<file path="config.mk">
export PLATFORM = sky130hd
export DESIGN_NAME = hazard_ctrl
export DESIGN_NICKNAME = d
export VERILOG_FILES = /design/src/rtl/hazard_ctrl.sv
export SDC_FILE = /design/constraint.sdc
export NUM_CORES = 1
export LEC_CHECK = 0
export ABC_AREA = 1
export CAP_MARGIN = 10
export CELL_PAD_IN_SITES_DETAIL_PLACEMENT = 1
export CELL_PAD_IN_SITES_GLOBAL_PLACEMENT = 1
export CORE_MARGIN = 2
export CORE_UTILIZATION = 26
export CTS_BUF_LIST = sky130_fd_sc_hd__clkbuf_16
export DETAILED_ROUTE_END_ITERATION = 16
export PLACE_DENSITY = 0.95
export SKIP_LAST_GASP = 1
export SLEW_MARGIN = 40
export SYNTH_ARGS = -nofsm -noshare
export SYNTH_HDL_FRONTEND = slang
export SYNTH_SLANG_ARGS = --single-unit
</file>
<file path="constraint.sdc">
create_clock -name clk -period 4.25 [get_ports clk]
set_input_delay 0.6375 -clock clk [delete_from_list [all_inputs] [get_ports clk]]
set_output_delay 0.6375 -clock clk [all_outputs]
set_load 0.005 [all_outputs]
</file>
<file path="src/rtl/hazard_ctrl.sv">
// hazard_ctrl
//   Hazard and sequencing controller for the 5-stage F/D/E/M/W pipeline.
//   Uses the Tuse/Tnew model to decide when the D-stage instruction must be
//   held (PC and D register disabled, bubble into E), picks forwarding
//   sources for D- and E-stage operands (M has priority over W), and owns
//   the multiply/divide busy counter.
//
//   Optional feature (macro HAZ_PERF_CNT_EN): when defined, stall_cycles
//   counts clock edges on which the pipeline was stalled. When undefined,
//   stall_cycles is tied to zero.
//
// Ports
//   clk, rst                    clock, synchronous active-high reset
//   rs_D, rt_D                  D-stage source register addresses
//   tuse_rs_D, tuse_rt_D        cycles until each D source is consumed
//   md_use_D                    D instruction touches the mult/div unit
//   rs_E, rt_E                  E-stage source register addresses
//   wreg_{E,M,W}, regwrite_*    destination register and write enable
//   tnew_E, tnew_M              cycles until the stage's result exists
//   md_start_E, md_is_div_E     mult/div launch in E and its kind
//   en_F, en_D, flush_E         stall / bubble controls
//   fwd_{rs,rt}_{D,E}           0 = no forward, 1 = from M, 2 = from W
//   md_busy                     mult/div unit busy
//   stall_cycles                stall performance counter
module hazard_ctrl #(
   parameter int MULT_CYCLES = 5,
   parameter int DIV_CYCLES  = 10,
   parameter int CNT_W       = 4
) (
   input  logic        clk,
   input  logic        rst,
   input  logic [4:0]  rs_D,
   input  logic [4:0]  rt_D,
   input  logic [1:0]  tuse_rs_D,
   input  logic [1:0]  tuse_rt_D,
   input  logic        md_use_D,
   input  logic [4:0]  rs_E,
   input  logic [4:0]  rt_E,
   input  logic [4:0]  wreg_E,
   input  logic [4:0]  wreg_M,
   input  logic [4:0]  wreg_W,
   input  logic        regwrite_E,
   input  logic        regwrite_M,
   input  logic        regwrite_W,
   input  logic [1:0]  tnew_E,
   input  logic [1:0]  tnew_M,
   input  logic        md_start_E,
   input  logic        md_is_div_E,
   output logic        en_F,
   output logic        en_D,
   output logic        flush_E,
   output logic [1:0]  fwd_rs_D,
   output logic [1:0]  fwd_rt_D,
   output logic [1:0]  fwd_rs_E,
   output logic [1:0]  fwd_rt_E,
   output logic        md_busy,
   output logic [31:0] stall_cycles
);

   localparam logic [CNT_W-1:0] MULT_LOAD = CNT_W'(MULT_CYCLES);
   localparam logic [CNT_W-1:0] DIV_LOAD  = CNT_W'(DIV_CYCLES);

   localparam logic [1:0] FWD_NONE = 2'd0;
   localparam logic [1:0] FWD_M    = 2'd1;
   localparam logic [1:0] FWD_W    = 2'd2;

   // A producer matches a source only if it really writes that register;
   // $0 is hard-wired and never matches.
   function automatic logic reg_match(input logic [4:0] src,
                                      input logic       we,
                                      input logic [4:0] dst);
      return (src != 5'd0) && we && (dst == src);
   endfunction

   // Producer's value arrives later than the consumer needs it.
   function automatic logic late(input logic [4:0] src,
                                 input logic [1:0] tuse,
                                 input logic       we,
                                 input logic [4:0] dst,
                                 input logic [1:0] tnew);
      return reg_match(src, we, dst) && (tnew > tuse);
   endfunction

   // M wins over W only when M's result is already computed.
   function automatic logic [1:0] fwd_sel(input logic [4:0] src,
                                          input logic       we_m,
                                          input logic [4:0] dst_m,
                                          input logic [1:0] tnew_m,
                                          input logic       we_w,
                                          input logic [4:0] dst_w);
      if (reg_match(src, we_m, dst_m) && (tnew_m == 2'd0))
         return FWD_M;
      else if (reg_match(src, we_w, dst_w))
         return FWD_W;
      else
         return FWD_NONE;
   endfunction

   logic             data_stall;
   logic             md_stall;
   logic             stall;
   logic [CNT_W-1:0] md_cnt;

   // W is never a stall source: its tnew is always 0.
   assign data_stall = late(rs_D, tuse_rs_D, regwrite_E, wreg_E, tnew_E)
                     | late(rs_D, tuse_rs_D, regwrite_M, wreg_M, tnew_M)
                     | late(rt_D, tuse_rt_D, regwrite_E, wreg_E, tnew_E)
                     | late(rt_D, tuse_rt_D, regwrite_M, wreg_M, tnew_M);

   // md_start_E covers the launch cycle, before the counter is loaded.
   assign md_stall = md_use_D & (md_start_E | md_busy);
   assign stall    = data_stall | md_stall;

   assign en_F    = ~stall;
   assign en_D    = ~stall;
   assign flush_E = stall;

   assign fwd_rs_D = fwd_sel(rs_D, regwrite_M, wreg_M, tnew_M, regwrite_W, wreg_W);
   assign fwd_rt_D = fwd_sel(rt_D, regwrite_M, wreg_M, tnew_M, regwrite_W, wreg_W);
   assign fwd_rs_E = fwd_sel(rs_E, regwrite_M, wreg_M, tnew_M, regwrite_W, wreg_W);
   assign fwd_rt_E = fwd_sel(rt_E, regwrite_M, wreg_M, tnew_M, regwrite_W, wreg_W);

   // Busy counter: a new start always reloads (last start wins); otherwise
   // count down to zero and hold there.
   always_ff @(posedge clk) begin
      if (rst)
         md_cnt <= '0;
      else if (md_start_E)
         md_cnt <= md_is_div_E ? DIV_LOAD : MULT_LOAD;
      else if (md_cnt != '0)
         md_cnt <= md_cnt - 1'b1;
   end

   assign md_busy = (md_cnt != '0);

`ifdef HAZ_PERF_CNT_EN
   logic [31:0] stall_cnt;

   // Free-running wrap at 2^32 is intended.
   always_ff @(posedge clk) begin
      if (rst)
         stall_cnt <= '0;
      else if (stall)
         stall_cnt <= stall_cnt + 32'd1;
   end

   assign stall_cycles = stall_cnt;
`else
   assign stall_cycles = 32'd0;
`endif

endmodule

</file>
Yosys cells after proc, flatten, opt, wreduce, memory -nomap -nowiden
Index checks and enable logic that the tools add are counted.

Reduce and logical (&&, ||, !) cells: 35. Eq/ne operators: 10. Add/sub/neg operators: 1. Bitwise logic cells: 7. $lt $le $gt $ge: 4. Mux-type cells: 11.

Operator list (number): equality test 5 bit (10); logical AND 1 bit (28); nonzero test 5 bit (4); two-way mux 2 bit (8); two-way mux 4 bit (3); > comparator 2 bit (4); bitwise OR 1 bit (5); nonzero test 4 bit (1); subtractor 4 x 1 -> 4 bit, second input constant (1); zero test 2 bit (1); nonzero test 2 bit (1); bitwise AND 1 bit (1); inverter 1 bit (1).

Bits of input ports: 51. Logic and storage cells: 69. Flip-flop bits (word level): 4. Output and inout bits: 44.

Logic depth before layout (Yosys ltp)
Gate-level depths: netlist of run 1.

Depth in word-level cells: 9. Depth in mapped cells: 11.

Worst setup path before layout of run 1
Ideal clock, no wire load.

Kind: input to output. From: input tuse_rt_D[1]. To: output en_F. Data arrival time: 1.727 ns. Slack: 1.885 ns. Cell stages on the path: 10. Required time: 3.612 ns. Path through: inv_1 -> ha_1 -> inv_1 -> nor2_1 -> o21ai_0 -> inv_1 -> nand3_1 -> nand3_1 -> nor2_1 -> buf_4.

Longest elaborated chain between the ends: 6. Elaborated cells on any way between the ends: 8. Those cells by class: order compare (2); bitwise (4); reduce/logical (2).

RTL lines: start, declared (RTL line 35) `input logic [1:0] tuse_rt_D,`; > comparator 2 bit (RTL line 81) `return reg_match(src, we, dst) && (tnew > tuse);`; logical AND 1 bit (RTL line 81); bitwise OR 1 bit (RTL line 107) `| late(rt_D, tuse_rt_D, regwrite_E, wreg_E, tnew_E)`; bitwise OR 1 bit (*) (RTL line 108) `| late(rt_D, tuse_rt_D, regwrite_M, wreg_M, tnew_M);`; bitwise OR 1 bit (*) (RTL line 112) `assign stall = data_stall | md_stall;`; inverter 1 bit (*); end, declared (RTL line 49) `output logic en_F,`.

Every way passes the cells marked *; elsewhere a longest branch is shown, timed or not.

Final worst setup path of run 1
From: input tuse_rt_D[1]. To: output en_D.

Longest elaborated chain between the ends: 6. Elaborated cells on any way between the ends: 8. Those cells by class: order compare (2); bitwise (4); reduce/logical (2).

RTL lines: > comparator 2 bit (RTL line 81); logical AND 1 bit (RTL line 81); bitwise OR 1 bit (RTL line 107); bitwise OR 1 bit (*) (RTL line 108); bitwise OR 1 bit (*) (RTL line 112); inverter 1 bit (*) (RTL line 115) `assign en_D = ~stall;`; end, declared (RTL line 50) `output logic en_D,`.

Marked as above.

==> flow_metrics.py, run 1 <==
metrics = {
    "setup_path": {
        "r2r_setup_slack_ps": 3020,
        "critPathSlowestCell": "clkdlybuf4s50_1",
        "required_ps": 3610,
        "cp_max_fo": 2,
        "r2r_end": "md_cnt[1]$_SDFFE_PP0N_",
        "max_stage_delay_ps": 520,
        "crit_top_cell": "inv_1",
        "end_kind": "output pin",
        "crit_chain": "clkdlybuf4s50_1 -> inv_1 -> ha_1 -> inv_1 -> nor2_1 -> o21ai_0 -> inv_1 -> nand3_1 -> nand3_1 -> nor2_1 -> clkdlybuf4s50_1",
        "crit_type": "in2out",
        "crit_arrival_ps": 2680,
        "r2r-start": "md_cnt[1]$_SDFFE_PP0N_",
        "cp-start-kind": "primary input",
        "r2r_cells": 6,
    },
    "logic_synthesis": {
        "post_synth.cell_area_avg_um2": 5.457,
        "ys.warnings.count": 0,
        "synthesis.area_mm2": 0.001599,
        "ys_ff_latch": 4,
        "yosysSeqAreaShare": 0.05008,
        "synthCells": 293,
        "ys_types": 23,
    },
    "cts": {
        "cts_sinks": 4,
        "post-cts-setup-buffer-count": 0,
        "htree_num_levels": 1,
        "max-clock-path-buffers": 2,
        "cts_buffers": 3,
        "cts-root-buf": "clkbuf_16",
        "cts.repair.resized": 0,
        "cts_tree": "done",
        "path_clk_slew_ps": 30,
        "hold_buffers": 0,
        "clk_latency_ps": 220,
    },
    "worst_hold_path": {
        "min_path_type": "reg2reg",
        "worstHoldStart": "md_cnt[1]$_SDFFE_PP0N_",
        "hold_path_depth": 2,
        "min_to": "md_cnt[1]$_SDFFE_PP0N_",
    },
    "timing": {
        "skew_ps": 3.627,
        "post-route-min-period_ps": 3318,
        "rsz0062_at_grt": "no",
        "fmax_mhz": 301.4,
        "timing_hold_violations_final": 0,
        "setup_slack_ps": 931.6,
        "finalSetupTns_ps": 0,
        "finalCritPeriodShare": 0.7808,
        "maxSlewViolCount": 0,
        "setup_viol": 0,
    },
    "layout": {
        "regMostFlops": "md_cnt",
        "antenna_cells": 0,
        "fin_nets": 419,
        "fill_cells": 820,
        "utilization": 0.3812,
        "design_area_mm2": 0.002257,
        "final_common_cell": "nand2_1",
        "drive_gt1_frac": 0.05618,
        "mostFrequentLayoutCells": "nand2_1, clkdlybuf4s50_1, inv_1, conb_1, nor2_1",
        "reg_top3": "md_cnt (4)",
        "largest_reg_flops": 4,
        "syn2layout_area_growth_pct": 41.16,
    },
    "routing": {
        "dr.pass1.iters": 4,
        "wire_per_inst_um": 13.11,
        "drc": 0,
        "routed_wl_mm": 5.652,
        "drtIter0Drc": 97,
        "via_count": 1930,
        "final_antenna_net_count": 0,
        "viasPerCell": 4.478,
    },
    "power_and_ir_drop": {
        "p_total_uw": 407.8,
        "peakVddDrop_mv": 0.2470,
        "p_leak_uw": 0.001172,
        "powerDensity_mw_per_mm2": 180.7,
    },
    "die": {
        "core_mm2": 0.005921,
        "dieArea_mm2": 0.006793,
        "initial_core_util": 0.2701,
        "rows": 28,
        "die_w_um": 82.42,
        "die_y_um": 82.42,
        "io_pins": 95,
    },
    "placed_design": {
        "io_buffers": 62,
        "gp_congestion": 0.9098,
        "place_ws_ps": 912.3,
        "dp_hpwl_mm": 4.987,
        "place_area_mm2": 0.002182,
    },
    "global_routing": {
        "grt_max_degree": 7,
        "grt_overflow": 0,
        "grt_pass1_wl_mm": 8.956,
        "grtUsageTotal": 0.1684,
        "grt_pass1_vias": 2017,
        "antenna_found_initial": 0,
    },
    "outcome": {
        "status": "complete, no violations",
    },
    "run": {
        "cap_violations": 0,
    },
}
## metrics by stage
step | instances | hold slack, ps
after global placement | 428 | 454.3
after detailed placement | 428 | 509.9
after global routing | 431 | 526.2
after floorplan | 324 | 437.5
final | 431 | 507.2
after CTS | 431 | 516.5
## worst max-delay path, delay by kind of cell
| kind | cells | cell delay, ps |
|---|---|---|
| buffers and inverters | 5 | 1170 |
| AND/OR/NAND/NOR | 4 | 310 |
| AO/OA/AOI/OAI | 1 | 250 |
| adder cells (fa/ha/maj) | 1 | 300 |
## logic make-up after synthesis
| group | after synthesis | share of synthesized area |
|---|---|---|
| compound gates | 28 | 0.09546 |
| buf+inv | 89 | 0.2864 |
| other cells | 1 | 0.002345 |
| fa+ha+maj | 10 | 0.07825 |
| flops | 4 | 0.05008 |
| simple gates | 143 | 0.3889 |
| xor+xnor | 18 | 0.09860 |
## area by class of cell
class / instances / area [µm²] / share of cell area
Multi-Input combinational cell: 231 / 1177 / 0.5216
Inverter: 56 / 210.2 / 0.09313
Sequential cell: 4 / 80.08 / 0.03548
Tap cell: 75 / 93.84 / 0.04157
Clock buffer: 3 / 75.07 / 0.03326
Timing Repair Buffer: 62 / 620.6 / 0.2749
## cells in the mapped netlist
library cell / instances / area (µm²)
nand2_1: 75 / 281.5
inv_1: 51 / 191.4
buf_4: 33 / 247.7
nor2_1: 24 / 90.09
nand3_1: 17 / 85.08
a21oi_1: 14 / 70.07
ha_1: 10 / 125.1
xnor2_1: 9 / 78.83
xor2_1: 9 / 78.83
nor3_1: 8 / 40.04
o21ai_0: 8 / 40.04
nand4_1: 7 / 43.79
nor2_2: 6 / 37.54
inv_2: 5 / 18.77
dfxtp_1: 4 / 80.08
o22ai_1: 4 / 25.02
nand2_2: 3 / 18.77
a21oi_2: 1 / 8.760
conb_1: 1 / 3.750
nand3b_1: 1 / 7.510
nor2_4: 1 / 11.26
o221ai_1: 1 / 8.760
or2_2: 1 / 6.260
## power by group
part	switching (µW)	internal [µW]
Sequential	3.16	43.3
Combinational	114	101
Clock	26.1	120
## layer usage
layer / global-route usage / part of all wire
met1: 0.1887 / 0.40
met2: 0.3339 / 0.54
met3: 0.02174 / 0.054
met4: 0.03333 / 0.0048
met5: 0 / 0
## worst max path at each step
stage / slack, ps / start / depth (start not counted) / end
final: 930 / tuse_rt_D[1] / 11 / en_D
after global routing: 770 / tuse_rt_D[1] / 11 / en_F
after CTS: 910 / tuse_rt_D[1] / 11 / en_D
after detailed placement: 910 / tuse_rt_D[1] / 11 / en_D
after global placement: 1020 / tuse_rt_D[1] / 11 / en_D
after floorplan: 1890 / tuse_rt_D[1] / 10 / en_F
Note: power is estimated with default switching activity, not from simulation.
==> run 2: changes to the inputs <==
--- a/config.mk
+++ b/config.mk
@@ -10,10 +10,10 @@
 export CELL_PAD_IN_SITES_DETAIL_PLACEMENT = 1
 export CELL_PAD_IN_SITES_GLOBAL_PLACEMENT = 1
 export CORE_MARGIN = 2
-export CORE_UTILIZATION = 26
+export CORE_UTILIZATION = 24
 export CTS_BUF_LIST = sky130_fd_sc_hd__clkbuf_16
 export DETAILED_ROUTE_END_ITERATION = 16
-export PLACE_DENSITY = 0.95
+export PLACE_DENSITY = 0.93
 export SKIP_LAST_GASP = 1
 export SLEW_MARGIN = 40
 export SYNTH_ARGS = -nofsm -noshare
==> constraint.sdc (replaced) <==
create_clock -name clk -period 3.2 [get_ports clk]
set_input_delay 0.48 -clock clk [delete_from_list [all_inputs] [get_ports clk]]
set_output_delay 0.48 -clock clk [all_outputs]
set_load 0.005 [all_outputs]
==> run 2 against run 1 <==
Against the previous run: combinational power up 31%; clock power up 35%; count of clock-buffer cells in the layout unchanged; global-route usage down 2.2 points; die area up 7.9%; final cell count up 0.46%; core utilization down 2.7 points; critical endpoint unchanged; largest cell class unchanged; largest power group unchanged.
==> flow_metrics.py, run 2 (synthesis results as in run 1) <==
metrics = {
    "outcome": {
        "status": "complete, no violations",
    },
    "layout": {
        "final_common_cell": "nand2_1",
        "drive_gt1_frac": 0.05618,
        "seq_area_um2": 80.08,
        "antenna_cells": 0,
        "syn2layout_area_growth_pct": 41.31,
        "mostFrequentLayoutCells": "nand2_1, clkdlybuf4s50_1, inv_1, conb_1, nor2_1",
        "largest_reg_flops": 4,
        "fin_nets": 419,
        "multi_input_area_mm2": 0.001177,
        "regMostFlops": "md_cnt",
        "fill_cells": 878,
        "design_area_mm2": 0.002260,
        "reg_top3": "md_cnt (4)",
        "fin_cells": 433,
    },
    "worst_hold_path": {
        "min_to": "md_cnt[1]$_SDFFE_PP0N_",
        "worstHoldStart": "md_cnt[1]$_SDFFE_PP0N_",
        "min_path_type": "reg2reg",
        "hold_path_depth": 2,
    },
    "timing": {
        "fmax_mhz": 334.6,
        "post-route-min-period_ps": 2989,
        "timing_hold_violations_final": 0,
        "finalSetupTns_ps": 0,
        "setup_viol": 0,
        "finalCritPeriodShare": 0.9340,
        "setup_slack_ps": 211.3,
        "hold_ws_ps": 472.8,
        "maxSlewViolCount": 0,
        "skew_ps": 2.448,
        "rsz0062_at_grt": "no",
    },
    "setup_path": {
        "r2r_setup_slack_ps": 2010,
        "r2r_end": "md_cnt[1]$_SDFFE_PP0N_",
        "required_ps": 2720,
        "crit_type": "in2out",
        "cp_max_fo": 2,
        "r2r-start": "md_cnt[0]$_SDFFE_PP0N_",
        "cp-start-kind": "primary input",
        "r2r_cells": 7,
        "end_kind": "output pin",
        "crit_arrival_ps": 2510,
    },
    "die": {
        "core_mm2": 0.006386,
        "rows": 29,
        "io_pins": 95,
        "die_w_um": 85.63,
        "dieArea_mm2": 0.007332,
        "die_y_um": 85.63,
        "initial_core_util": 0.2504,
    },
    "placed_design": {
        "gp_congestion": 0.9082,
        "place_ws_ps": 200.9,
        "io_buffers": 62,
        "dp_hpwl_mm": 4.826,
        "place_area_mm2": 0.002185,
        "dp.cells": 430,
    },
    "cts": {
        "cts_tree": "done",
        "cts_sinks": 4,
        "htree_num_levels": 1,
        "cts-root-buf": "clkbuf_16",
        "clk_latency_ps": 230,
        "cts_buffers": 3,
        "max-clock-path-buffers": 2,
        "post-cts-setup-buffer-count": 0,
        "cts.repair.resized": 0,
        "path_clk_slew_ps": 30,
        "hold_buffers": 0,
    },
    "routing": {
        "via_count": 1882,
        "dr.pass1.iters": 4,
        "drc": 0,
        "viasPerCell": 4.346,
        "drtIter0Drc": 77,
        "final_antenna_net_count": 0,
        "routed_wl_mm": 5.421,
        "wire_per_inst_um": 12.52,
    },
    "run": {
        "cap_violations": 0,
    },
    "power_and_ir_drop": {
        "powerDensity_mw_per_mm2": 238.2,
        "p_leak_uw": 0.001172,
        "peakVddDrop_mv": 0.3056,
    },
    "global_routing": {
        "grt_max_degree": 7,
        "grt_pass1_wl_mm": 8.825,
        "grt_overflow": 0,
        "grt_pass1_vias": 2000,
        "antenna_found_initial": 0,
        "grtUsageTotal": 0.1465,
    },
}
## run 2: cell counts in the layout (fill, tap and decap cells not counted)
Identical to the previous run, type by type.
## run 2: where the power goes
group	internal [µW]	switching, µW	total, µW	leakage, µW
logic	133	147	281	0.00110
registers	57.5	3.70	61.2	0.0000333
clock network	160	36.8	197	0.0000370
## run 2: cell type report
| type | instances | share of cell area |
|---|---|---|
| clock buffers | 3 | 0.03322 |
| well taps | 77 | 0.04264 |
| inverters | 56 | 0.09302 |
| multi-input cells | 231 | 0.5210 |
| flip-flops and latches | 4 | 0.03544 |
| repair buffers | 62 | 0.2746 |
## run 2: stage by stage
stage	power, µW	util
6_report	538.3	0.3538
5_1_grt	586.5	0.3538
4_1_cts	544.2	0.3538
3_5_place_dp	342.6	0.3421
3_3_place_gp	333.1	0.3421
2_1_floorplan	234.4	-
## run 2: metal layers
metal,GRT usage,vias to the layer above,share of wire
li1,-,969,-
met4,0.04040,0,0.018
met1,0.1673,858,0.43
met5,0,-,0
met3,0.02406,9,0.046
met2,0.2784,46,0.50
## run 2: critical path, cell delays in order
cell and delay, ps:
clkdlybuf4s50_1 450, inv_1 50, ha_1 300, inv_1 60, nor2_1 30, o21ai_0 270
inv_1 90, nand3_1 90, nand3_1 60, nor2_1 110, clkdlybuf4s50_1 510
## run 2: worst max-delay path by stage
stage	startpoint	endpoint	slack (ps)
finish	tuse_rt_D[1]	en_D	210
detailed placement	tuse_rt_D[1]	en_D	200
global placement	tuse_rt_D[1]	en_D	270
global route	tuse_rt_D[1]	en_F	70
floorplan	tuse_rt_D[1]	en_F	1150
CTS	tuse_rt_D[1]	en_D	190
==> run 3: changes to the inputs <==
--- a/config.mk
+++ b/config.mk
@@ -14,7 +14,7 @@
 export CTS_BUF_LIST = sky130_fd_sc_hd__clkbuf_16
 export DETAILED_ROUTE_END_ITERATION = 16
 export PLACE_DENSITY = 0.93
-export SKIP_LAST_GASP = 1
+export SKIP_CTS_REPAIR_TIMING = 1
 export SLEW_MARGIN = 40
 export SYNTH_ARGS = -nofsm -noshare
 export SYNTH_HDL_FRONTEND = slang
==> results of run 3 <==
Same layout as run 2: the final DEF is identical, and so are final timing and power.
